<file path="config.mk">
export PLATFORM = sky130hd
export DESIGN_NAME = bus_datapath_gen
export DESIGN_NICKNAME = d
export VERILOG_FILES = /design/src/rtl/bdp_pkg.sv /design/src/rtl/bdp_alu.sv /design/src/rtl/bus_datapath_gen.sv
export SDC_FILE = /design/constraint.sdc
export NUM_CORES = 2
export LEC_CHECK = 0
export ABC_CLOCK_PERIOD_IN_PS = 10900
export BUFFER_PORTS_ARGS = -buffer_cell sky130_fd_sc_hd__buf_2
export CAP_MARGIN = 20
export CORE_MARGIN = 10
export CORE_UTILIZATION = 59
export DETAILED_ROUTE_END_ITERATION = 8
export PLACE_DENSITY = 0.87
export SLEW_MARGIN = 10
export SYNTH_ARGS = -nofsm -noshare
export SYNTH_HDL_FRONTEND = slang
export SYNTH_SLANG_ARGS = --single-unit
</file>
<file path="constraint.sdc">
create_clock -name clock -period 10.9 [get_ports clock]
set_clock_uncertainty 0.05 [all_clocks]
set_input_delay 2.18 -clock clock [delete_from_list [all_inputs] [get_ports clock]]
set_output_delay 2.18 -clock clock [all_outputs]
set_load 0.005 [all_outputs]
</file>
<file path="src/rtl/bdp_pkg.sv">
// Shared types for the bus datapath: opcodes, sequencer states and bus source selects.
// Also holds small opcode classification helpers used by the top and the ALU.
package bdp_pkg;

    typedef enum logic [3:0] {
        OP_ADD  = 4'd0,
        OP_SUB  = 4'd1,
        OP_AND  = 4'd2,
        OP_OR   = 4'd3,
        OP_SHL  = 4'd4,
        OP_SHR  = 4'd5,
        OP_MUL  = 4'd6,
        OP_MFHI = 4'd7,
        OP_MFLO = 4'd8,
        OP_LDI  = 4'd9
    } op_e;

    typedef enum logic [2:0] {
        S_IDLE = 3'd0,
        S_T1   = 3'd1,
        S_T2   = 3'd2,
        S_T3   = 3'd3,
        S_T4   = 3'd4,
        S_RESP = 3'd5
    } state_e;

    typedef enum logic [2:0] {
        BUS_NONE = 3'd0,
        BUS_RA   = 3'd1,
        BUS_RB   = 3'd2,
        BUS_ZLO  = 3'd3,
        BUS_ZHI  = 3'd4,
        BUS_HI   = 3'd5,
        BUS_LO   = 3'd6,
        BUS_IMM  = 3'd7
    } bus_src_e;

    localparam int OP_W = 4;

    function automatic logic op_legal(input logic [OP_W-1:0] op);
        return op <= OP_LDI;
    endfunction

    // Single-transfer ops: one bus move straight into R[rc].
    function automatic logic op_is_move(input logic [OP_W-1:0] op);
        return (op == OP_MFHI) || (op == OP_MFLO) || (op == OP_LDI);
    endfunction

    function automatic logic op_is_mul(input logic [OP_W-1:0] op);
        return op == OP_MUL;
    endfunction

endpackage

</file>
<file path="src/rtl/bdp_alu.sv">
// Combinational ALU fed by the Y latch and the bus; result is double width so
// MUL can deliver both halves, other ops are zero-extended.
module bdp_alu
    import bdp_pkg::*;
#(
    parameter int DATA_W = 32
) (
    input  logic [3:0]          op,
    input  logic [DATA_W-1:0]   y,
    input  logic [DATA_W-1:0]   b,
    output logic [2*DATA_W-1:0] result
);

    localparam int SH_W = $clog2(DATA_W);

    logic [SH_W-1:0]     shamt;
    logic [DATA_W-1:0]   narrow;
    logic [2*DATA_W-1:0] product;

    assign shamt   = b[SH_W-1:0];
    assign product = {{DATA_W{1'b0}}, y} * {{DATA_W{1'b0}}, b};

    always_comb begin
        narrow = '0;
        case (op)
            OP_ADD:  narrow = y + b;
            OP_SUB:  narrow = y - b;
            OP_AND:  narrow = y & b;
            OP_OR:   narrow = y | b;
            OP_SHL:  narrow = y << shamt;
            OP_SHR:  narrow = y >> shamt;
            default: narrow = '0;
        endcase
    end

    assign result = (op == OP_MUL) ? product : {{DATA_W{1'b0}}, narrow};

endmodule

</file>
<file path="src/rtl/bus_datapath_gen.sv">
// Single-bus datapath: register file, Y/Z latches and HI/LO, sequenced by a
// six-state FSM that picks exactly one bus source per cycle.
module bus_datapath_gen
    import bdp_pkg::*;
#(
    parameter  int DATA_W   = 32,
    parameter  int NUM_REGS = 16,
    parameter  int R0_ZERO  = 1,
    localparam int RA_W     = $clog2(NUM_REGS)
) (
    input  logic              clock,
    input  logic              clear,
    // Handshake: a command transfers on a rising edge where cmd_valid and
    // cmd_ready are both high; rsp_valid is a single-cycle pulse, no backpressure.
    input  logic              cmd_valid,
    output logic              cmd_ready,
    input  logic [3:0]        cmd_op,
    input  logic [RA_W-1:0]   cmd_ra,
    input  logic [RA_W-1:0]   cmd_rb,
    input  logic [RA_W-1:0]   cmd_rc,
    input  logic [DATA_W-1:0] cmd_imm,
    output logic              rsp_valid,
    output logic [DATA_W-1:0] rsp_data,
    output logic              rsp_err,
    output logic [DATA_W-1:0] bus_mon,
    output logic [2:0]        fsm_state
);

    state_e   state, state_next;
    bus_src_e bus_sel;

    logic [DATA_W-1:0]   regs [NUM_REGS];
    logic [3:0]          op_q;
    logic [RA_W-1:0]     ra_q, rb_q, rc_q;
    logic [DATA_W-1:0]   imm_q, y_q, hi_q, lo_q;
    logic [2*DATA_W-1:0] z_q;
    logic                err_q;

    logic [DATA_W-1:0]   bus, a_val, b_val;
    logic [2*DATA_W-1:0] alu_res;
    logic                accept, reg_we, y_we, z_we, lo_we, hi_we, rc_writable;

    assign accept      = cmd_valid && (state == S_IDLE);
    assign a_val       = (R0_ZERO != 0 && ra_q == '0) ? '0 : regs[ra_q];
    assign b_val       = (R0_ZERO != 0 && rb_q == '0) ? '0 : regs[rb_q];
    assign rc_writable = !(R0_ZERO != 0 && rc_q == '0);

    bdp_alu #(.DATA_W(DATA_W)) u_alu (
        .op     (op_q),
        .y      (y_q),
        .b      (bus),
        .result (alu_res)
    );

    always_ff @(posedge clock or negedge clear) begin
        if (!clear) state <= S_IDLE;
        else        state <= state_next;
    end

    always_comb begin
        state_next = state;
        bus_sel    = BUS_NONE;
        reg_we     = 1'b0;
        y_we       = 1'b0;
        z_we       = 1'b0;
        lo_we      = 1'b0;
        hi_we      = 1'b0;
        case (state)
            S_IDLE: begin
                if (cmd_valid) state_next = op_legal(cmd_op) ? S_T1 : S_RESP;
            end
            S_T1: begin
                case (op_q)
                    OP_MFHI: bus_sel = BUS_HI;
                    OP_MFLO: bus_sel = BUS_LO;
                    OP_LDI:  bus_sel = BUS_IMM;
                    default: bus_sel = BUS_RA;
                endcase
                if (op_is_move(op_q)) begin
                    reg_we     = 1'b1;
                    state_next = S_RESP;
                end else begin
                    y_we       = 1'b1;
                    state_next = S_T2;
                end
            end
            S_T2: begin
                bus_sel    = BUS_RB;
                z_we       = 1'b1;
                state_next = S_T3;
            end
            S_T3: begin
                bus_sel    = BUS_ZLO;
                reg_we     = 1'b1;
                lo_we      = op_is_mul(op_q);
                state_next = op_is_mul(op_q) ? S_T4 : S_RESP;
            end
            S_T4: begin
                bus_sel    = BUS_ZHI;
                hi_we      = 1'b1;
                state_next = S_RESP;
            end
            S_RESP:  state_next = S_IDLE;
            default: state_next = S_IDLE;
        endcase
    end

    always_comb begin
        bus = '0;
        case (bus_sel)
            BUS_RA:  bus = a_val;
            BUS_RB:  bus = b_val;
            BUS_ZLO: bus = z_q[DATA_W-1:0];
            BUS_ZHI: bus = z_q[2*DATA_W-1:DATA_W];
            BUS_HI:  bus = hi_q;
            BUS_LO:  bus = lo_q;
            BUS_IMM: bus = imm_q;
            default: bus = '0;
        endcase
    end

    always_ff @(posedge clock or negedge clear) begin
        if (!clear) begin
            op_q  <= '0;
            ra_q  <= '0;
            rb_q  <= '0;
            rc_q  <= '0;
            imm_q <= '0;
        end else if (accept) begin
            op_q  <= cmd_op;
            ra_q  <= cmd_ra;
            rb_q  <= cmd_rb;
            rc_q  <= cmd_rc;
            imm_q <= cmd_imm;
        end
    end

    always_ff @(posedge clock or negedge clear) begin
        if (!clear) begin
            y_q  <= '0;
            z_q  <= '0;
            hi_q <= '0;
            lo_q <= '0;
        end else begin
            if (y_we)  y_q  <= bus;
            if (z_we)  z_q  <= alu_res;
            if (lo_we) lo_q <= bus;
            if (hi_we) hi_q <= bus;
        end
    end

    // Sources were latched into Y/Z before this write, so rc aliasing ra/rb is safe.
    always_ff @(posedge clock or negedge clear) begin
        if (!clear) begin
            for (int i = 0; i < NUM_REGS; i++) regs[i] <= '0;
        end else if (reg_we && rc_writable) begin
            regs[rc_q] <= bus;
        end
    end

    // rsp_data reports the bus value even when the R0 write is discarded.
    always_ff @(posedge clock or negedge clear) begin
        if (!clear) begin
            rsp_data <= '0;
            err_q    <= 1'b0;
        end else begin
            if (accept) begin
                err_q <= !op_legal(cmd_op);
                if (!op_legal(cmd_op)) rsp_data <= '0;
            end
            if (reg_we) rsp_data <= bus;
        end
    end

    assign cmd_ready = (state == S_IDLE);
    assign rsp_valid = (state == S_RESP);
    assign rsp_err   = rsp_valid && err_q;
    assign bus_mon   = bus;
    assign fsm_state = state;

endmodule

</file>
After elaboration in Yosys (flattened, before gate mapping)
Index checks and enable logic that the tools add are counted.
{"block": "classes", "muxes": 31, "reduce_logical": 15, "bitwise": 5, "order_cmp": 5, "n_addsub": 2, "shifts": 2, "n_mul": 1, "eq_ne": 23}
{"operator": "bitwise mux 512 bit", "count": 1}
{"operator": "two-way mux 32 bit", "count": 10}
{"operator": "binary-select mux 32 bit (select 4 bit)", "count": 2}
{"operator": "one-hot mux 32 bit (7 select lines)", "count": 1}
{"operator": "one-hot mux 32 bit (6 select lines)", "count": 1}
{"operator": "demux 32 bit (select 4 bit)", "count": 1}
{"operator": "multiplier 32 x 32 -> 64 bit", "count": 1}
{"operator": "two-way mux 64 bit", "count": 1}
{"operator": "adder 32 bit", "count": 1}
{"operator": "AND 32 bit", "count": 1}
{"operator": "OR 32 bit", "count": 1}
{"operator": "<< shifter 32 x 5 -> 32 bit", "count": 1}
{"operator": "right shift 32 x 5 -> 32 bit", "count": 1}
{"operator": "subtractor 32 bit", "count": 1}
{"operator": "equality test 3 bit, second input constant", "count": 6}
{"operator": "equality test 4 x 3 -> 1 bit, second input constant", "count": 4}
{"operator": "zero test 4 bit", "count": 4}
{"operator": ">= comparator 5 bit, second input constant", "count": 3}
{"operator": "NOT 4 -> 5 bit", "count": 3}
{"operator": "one-hot mux 3 bit (5 select lines)", "count": 1}
{"operator": "equality test 3 x 2 -> 1 bit, second input constant", "count": 4}
{"operator": "one-hot mux 3 bit (4 select lines)", "count": 1}
{"operator": "two-way mux 3 bit", "count": 3}
{"operator": "one-hot mux 3 bit (3 select lines)", "count": 1}
{"operator": "15 further kinds", "count": 30}
{"block": "totals", "elab_cells": 112, "regBits": 756, "input_bits": 51}

Depth between registers and ports, before layout
{"block": "depth", "depth_word": 9, "depth_mapped": 43, "depth_no_buf": 32}

Hierarchy
A second synthesis with hierarchy kept.
{"block": "unflattened", "cells_unflattened": 7986, "area_unflattened_um2": 77385.5}
{"mod": "bdp_alu", "area_per_inst_um2": 39815.7, "seq_area_each_um2": 0.0, "cells_each": 4670, "n_inst": 1}
{"mod": "bus_datapath_gen", "area_per_inst_um2": 37569.8, "seq_area_each_um2": 18918.1, "cells_each": 3316, "n_inst": 1}

Least setup slack after synthesis
OpenSTA, ideal clock, no wires.
{"block": "synth_timing", "kind": "register to register", "start": "reg rb_q[1]", "end": "reg z_q[58]", "t_arrival_ps": 10561, "setup_ps": 87, "required_ps": 10763, "stages_incl_launch_ff": 36, "slack_ps": 202, "path_buffers": 9, "synth_period_minus_slack_ps": 10698, "path_cell_list": "dfrtp_1 -> buf_2 -> buf_1 -> buf_2 -> buf_1 -> clkbuf_1 -> mux2i_1 -> nor2_1 -> nor4_1 -> clkbuf_1 -> buf_1 -> clkbuf_1 -> buf_1 -> nor2_1 -> fa_1 -> inv_1 -> fa_1 -> fa_1 -> fa_1 -> inv_1 -> fa_1 -> inv_1 -> fa_1 -> inv_1 -> fa_1 -> fa_1 -> ha_1 -> nand3_1 -> or3_1 -> a21o_1 -> a2111oi_0 -> o211ai_1 -> a211oi_1 -> nor2_1 -> o21a_1 -> o211ai_1"}
{"block": "synth_between", "elab_chain_cells": 8, "word_cells_on_any_way": 9}
{"item": "start, declared", "line": "bus_datapath_gen.sv:34", "text": "logic [RA_W-1:0] ra_q, rb_q, rc_q;"}
{"item": "start signal, assigned", "line": "bus_datapath_gen.sv:132", "text": "rb_q <= cmd_rb;"}
{"item": "NOT 4 -> 5 bit (implied by the code)", "line": "bus_datapath_gen.sv:45", "text": "assign b_val = (R0_ZERO != 0 && rb_q == '0) ? '0 : regs[rb_q];"}
{"item": "binary-select mux 32 bit (select 4 bit)", "line": "bus_datapath_gen.sv:45"}
{"item": "two-way mux 32 bit (implied by the code) (2 in series)", "line": "bus_datapath_gen.sv:45"}
{"item": "two-way mux 32 bit (*)", "line": "bus_datapath_gen.sv:45"}
{"item": "one-hot mux 32 bit (7 select lines) (*)", "line": "bus_datapath_gen.sv:110", "text": "case (bus_sel)"}
{"item": "multiplier 32 x 32 -> 64 bit (*)", "line": "bdp_alu.sv:21", "text": "assign product = {{DATA_W{1'b0}}, y} * {{DATA_W{1'b0}}, b};"}
{"item": "two-way mux 64 bit (*)", "line": "bdp_alu.sv:36", "text": "assign result = (op == OP_MUL) ? product : {{DATA_W{1'b0}}, narrow};"}
{"item": "end signal, assigned", "line": "bus_datapath_gen.sv:146", "text": "if (z_we) z_q <= alu_res;"}
{"item": "end, declared", "line": "bus_datapath_gen.sv:36", "text": "logic [2*DATA_W-1:0] z_q;"}
Every way passes the cells marked *; elsewhere a longest branch is shown, timed or not. The select of a mux whose other input is x is not followed.
A chain may end at the register's enable or synchronous reset.

Worst setup path after layout
{"block": "layout_timing", "start": "reg ra_q[2]", "end": "reg z_q[58]"}
{"block": "layout_between", "elab_chain_cells": 8, "word_cells_on_any_way": 9}
{"item": "start, declared", "line": "bus_datapath_gen.sv:34"}
{"item": "start signal, assigned", "line": "bus_datapath_gen.sv:131", "text": "ra_q <= cmd_ra;"}
{"item": "NOT 4 -> 5 bit (implied by the code)", "line": "bus_datapath_gen.sv:44", "text": "assign a_val = (R0_ZERO != 0 && ra_q == '0) ? '0 : regs[ra_q];"}
{"item": "binary-select mux 32 bit (select 4 bit)", "line": "bus_datapath_gen.sv:44"}
{"item": "two-way mux 32 bit (implied by the code) (2 in series)", "line": "bus_datapath_gen.sv:44"}
{"item": "two-way mux 32 bit (*)", "line": "bus_datapath_gen.sv:44"}
{"item": "one-hot mux 32 bit (7 select lines) (*)", "line": "bus_datapath_gen.sv:110"}
{"item": "multiplier 32 x 32 -> 64 bit (*)", "line": "bdp_alu.sv:21"}
{"item": "two-way mux 64 bit (*)", "line": "bdp_alu.sv:36"}
Marked as above.

==> results.md <==
* Status: completed
* Post-synth EDFFs at 0
* Register area share after synthesis at 24.8%
* Setup CP Type: flip-flop to flip-flop
* Worst path slowest cell: buf_4
* Sequential fraction of design power at 18.4%
* Clock sink total at 756
* Synth Flop Type: dfrtp_1
* Hold Path Class: flip-flop to flip-flop
* Fraction of registers with async set/reset at 100%
* Dpl ws at 0.311 ns
* CP required at 11.47 ns
* Port bufs at 120
* Synthesis-stage register bit count at 756
* Slew of the pin with the lowest slew margin at 1.24 ns
* Critical path capture point type: flip-flop
* Root buf cell: clkbuf_16
* Register area at 18900 µm²
* TritonCTS clock tree: yes
* RD Place Congestion at 1.06
* CP max stage delay at 0.87 ns
* Setup WS post-layout at 0.318 ns
* PwrDens at 329 nW/µm²
* Int Pwr at 12.4 mW
* Final period util at 97.1%
* Fmax at 94.5 MHz
* Die Wd at 379 µm
* Yosys warns at 0
* Wire per inst at 29.4 µm
* Worst vdd ir at 0.000312 V
* Floorplan Core Area at 128000 µm²
* Vias per cell at 6.86
* Worst Setup Start Kind: flip-flop
* Syn_nets at 8851
* Max clock buf depth at 3
* Worst-Skew Late Latency at 0.70 ns
* Cell area after placement at 79000 µm²
* Cells after synthesis at 7605
* Max-slew violations at 0
* Placed Cells at 9011
* First-pass GRT wire length at 402000 µm
* WP data arrival at 11.15 ns
* Initial antenna violation count at 14
* Mean post-synth cell area at 10.0 µm²
* Final Hold Fails at 0
* Fin area at 81800 µm²
* Clock share of power at 10.2%
* Residual DRC at 0
* Post-Route WL at 269000 µm
* Switching power at 14.5 mW
* # IOs at 121
* Max FO, Critical Path at 43
* Starting Density at 59.6%
* Clock buffer count from CTS at 73
* Minimum clock period after layout at 10.58 ns
* Post-synth cell types at 90
* Max cap viols at 0
* Mapped Area at 76200 µm²
* Final #Nets at 8691
* Share of cells above drive strength 1 at 16.4%
* Row cnt at 131
* Total gr overflow at 0
* Fin cells at 9164
* Hold_buf cts at 0
* Die area at 144000 µm²
* P&R area growth vs syn at 7.38%
* # fillers at 9310
* Via Count at 62900
* # H-tree levels at 3
* Drt pass-1 iters at 9
* Antenna violation net count after detailed routing at 0
* Clock slew at reported path FFs at 0.07 ns
* Initial drt markers at 9105
* Slew HR at 17.3%
* Gate power share at 71.4%
* Switching share of power at 53.8%
* Tot Pwr at 26.9 mW
* Final core occ at 64.0%
* Die height at 379 µm
* CP dominant cell by count: fa_1
* DPL Wire Length at 184000 µm
* Vias in the first global route at 67400
* GR Util All Layers at 36.8%
* Final setup vio count at 0
* P_leak at 39.2 nW
* Multi-input gate area at 51400 µm²
* Largest net degree at the start of global routing at 170
-- metal layers --
layer  track usage (%)  up-vias  part of all wire, %
li1                  -    24700                    -
met1              43.5    31200                   33
met2              57.1     5256                   45
met3              12.2     1668                   14
met4              24.8       14                  8.5
met5                 0        -                0.038
-- worst paths after layout --
path	to	depth (start not counted)	slack [ns]	from
setup / recovery	z_q[58]$_DFFE_PN0P_	31	0.32	ra_q[2]$_DFFE_PN0P_
hold / removal	regs[484]$_DFFE_PN0P_	0	0.34	regs[484]$_DFFE_PN0P_
setup reg to reg	z_q[58]$_DFFE_PN0P_	31	0.32	ra_q[2]$_DFFE_PN0P_
hold reg to reg	regs[484]$_DFFE_PN0P_	0	0.34	regs[484]$_DFFE_PN0P_
max in group asynchronous	z_q[11]$_DFFE_PN0P_	3	7.04	clear
min in group asynchronous	regs[30]$_DFFE_PN0P_	1	1.55	clear
-- logic make-up (layout without fill, tap and decap cells) --
group	count (synthesis)	in the layout	synth area share, %
AO/OA/AOI/OAI	1108	1108	9.31
adder cells (fa/ha/maj)	1195	1195	28.5
multiplexers	794	794	15.3
XOR/XNOR	110	110	1.26
buffers and inverters	1608	1502	8.16
AND/OR/NAND/NOR	2034	2034	12.7
other	0	3	0
flip-flops	756	756	24.8
-- flip-flops by register name, summed over array words and instances, names as in the netlist --
name / cells
z_q: 64
rb_q: 4
rsp_data: 32
rc_q: 4
fsm_state: 3
ra_q: 4
lo_q: 32
hi_q: 32
y_q: 32
imm_q: 32
err_q: 1
regs: 512
op_q: 4
-- power groups by stage --
stage                     Clock [mW]  Combinational, mW  Sequential [mW]
after floorplan                    0               12.0             4.25
after global placement             0               17.6             4.74
after detailed placement           0               17.9             4.86
after CTS                       2.73               18.3             4.88
after global routing            2.85               20.2             4.95
final                           2.75               19.2             4.95
-- worst max-delay path: cells and delay by family, from the launching register on --
| kind | cells | cell delay [ns] |
|---|---|---|
| adders and majority gates | 9 | 4.23 |
| buffers and inverters | 9 | 2.12 |
| AOI/OAI and AO/OA | 7 | 1.80 |
| and+or+nand+nor | 5 | 1.34 |
| DFF | 1 | 0.47 |
| muxes | 1 | 0.41 |
-- timing repair --
action | 4_1_cts | 5_1_grt
gates resized for setup | 0 | 3
buffers inserted | 0 | 18
endpoints found under the setup margin | 0 | 18
-- Yosys cell counts, types with 11 or more instances --
cell	count	area, µm²
o21bai_1	17	128
dfrtp_1	756	18900
a22oi_1	16	120
buf_6	11	124
mux2i_1	195	1950
mux4_2	262	5900
mux2_2	337	3790
buf_1	77	289
buf_2	50	250
o31ai_1	16	120
nor3_1	59	295
a31oi_1	24	150
nor4_1	13	81.3
o2111ai_1	23	201
nand2b_1	15	93.8
o22ai_1	15	93.8
and2_1	302	1890
nor2_1	506	1900
nand3_1	67	335
a22o_1	34	298
nand2_1	711	2670
inv_1	944	3540
o21ai_0	183	916
and3_1	20	125
nor2b_1	232	1450
clkbuf_1	513	1930
xnor2_1	76	666
a221oi_1	36	315
a21o_1	103	773
a211oi_1	28	210
or3_1	19	119
or4_1	13	97.6
o32ai_1	23	201
a222oi_1	14	140
xor2_1	34	298
o221ai_1	13	114
ha_1	298	3730
o211ai_1	16	120
a21oi_1	439	2200
o21a_1	20	150
fa_1	897	18000
a221o_1	20	200
nand4_1	32	200
-- cell usage in the layout (no fill, tap or decap), drive strengths merged, types with 17 or more instances in the layout --
cell type	synthesis	layout
a22o	34	34
nor2b	232	232
clkinv	0	17
a21oi	439	439
mux2i	195	195
xor2	34	34
a211oi	28	28
nand2	711	711
a31oi	24	24
or3	19	19
and3	20	20
a221o	20	20
o21ai	184	184
nand4	32	32
o2111ai	23	23
xnor2	76	76
nand3	67	67
clkbuf	513	102
a221oi	36	36
a21o	103	103
nor4	19	19
o21a	20	20
and2	304	304
buf	145	422
dfrtp	756	756
nor3	60	60
ha	298	298
o32ai	23	23
fa	897	897
nor2	506	506
inv	950	953
o21bai	17	17
mux4	262	262
mux2	337	337
-- layout make-up --
cell class,instances,share of cell area (%)
inverter,950,4.36
clock inverter,28,0.541
antenna,3,0.00918
clock buffer,101,2.56
tap,1662,2.54
multi-input combinational,5241,62.8
timing repair buffer,423,3.99
sequential,756,23.2
-- per-stage QoR --
step / TNS [ns] / hold slack (ns)
floorplan: 0 / 0.375
global placement: 0 / 0.315
detailed placement: 0 / 0.322
CTS: 0 / 0.337
global route: -0.0281 / 0.345
finish: 0 / 0.339
(Power assumes the default switching activity.)
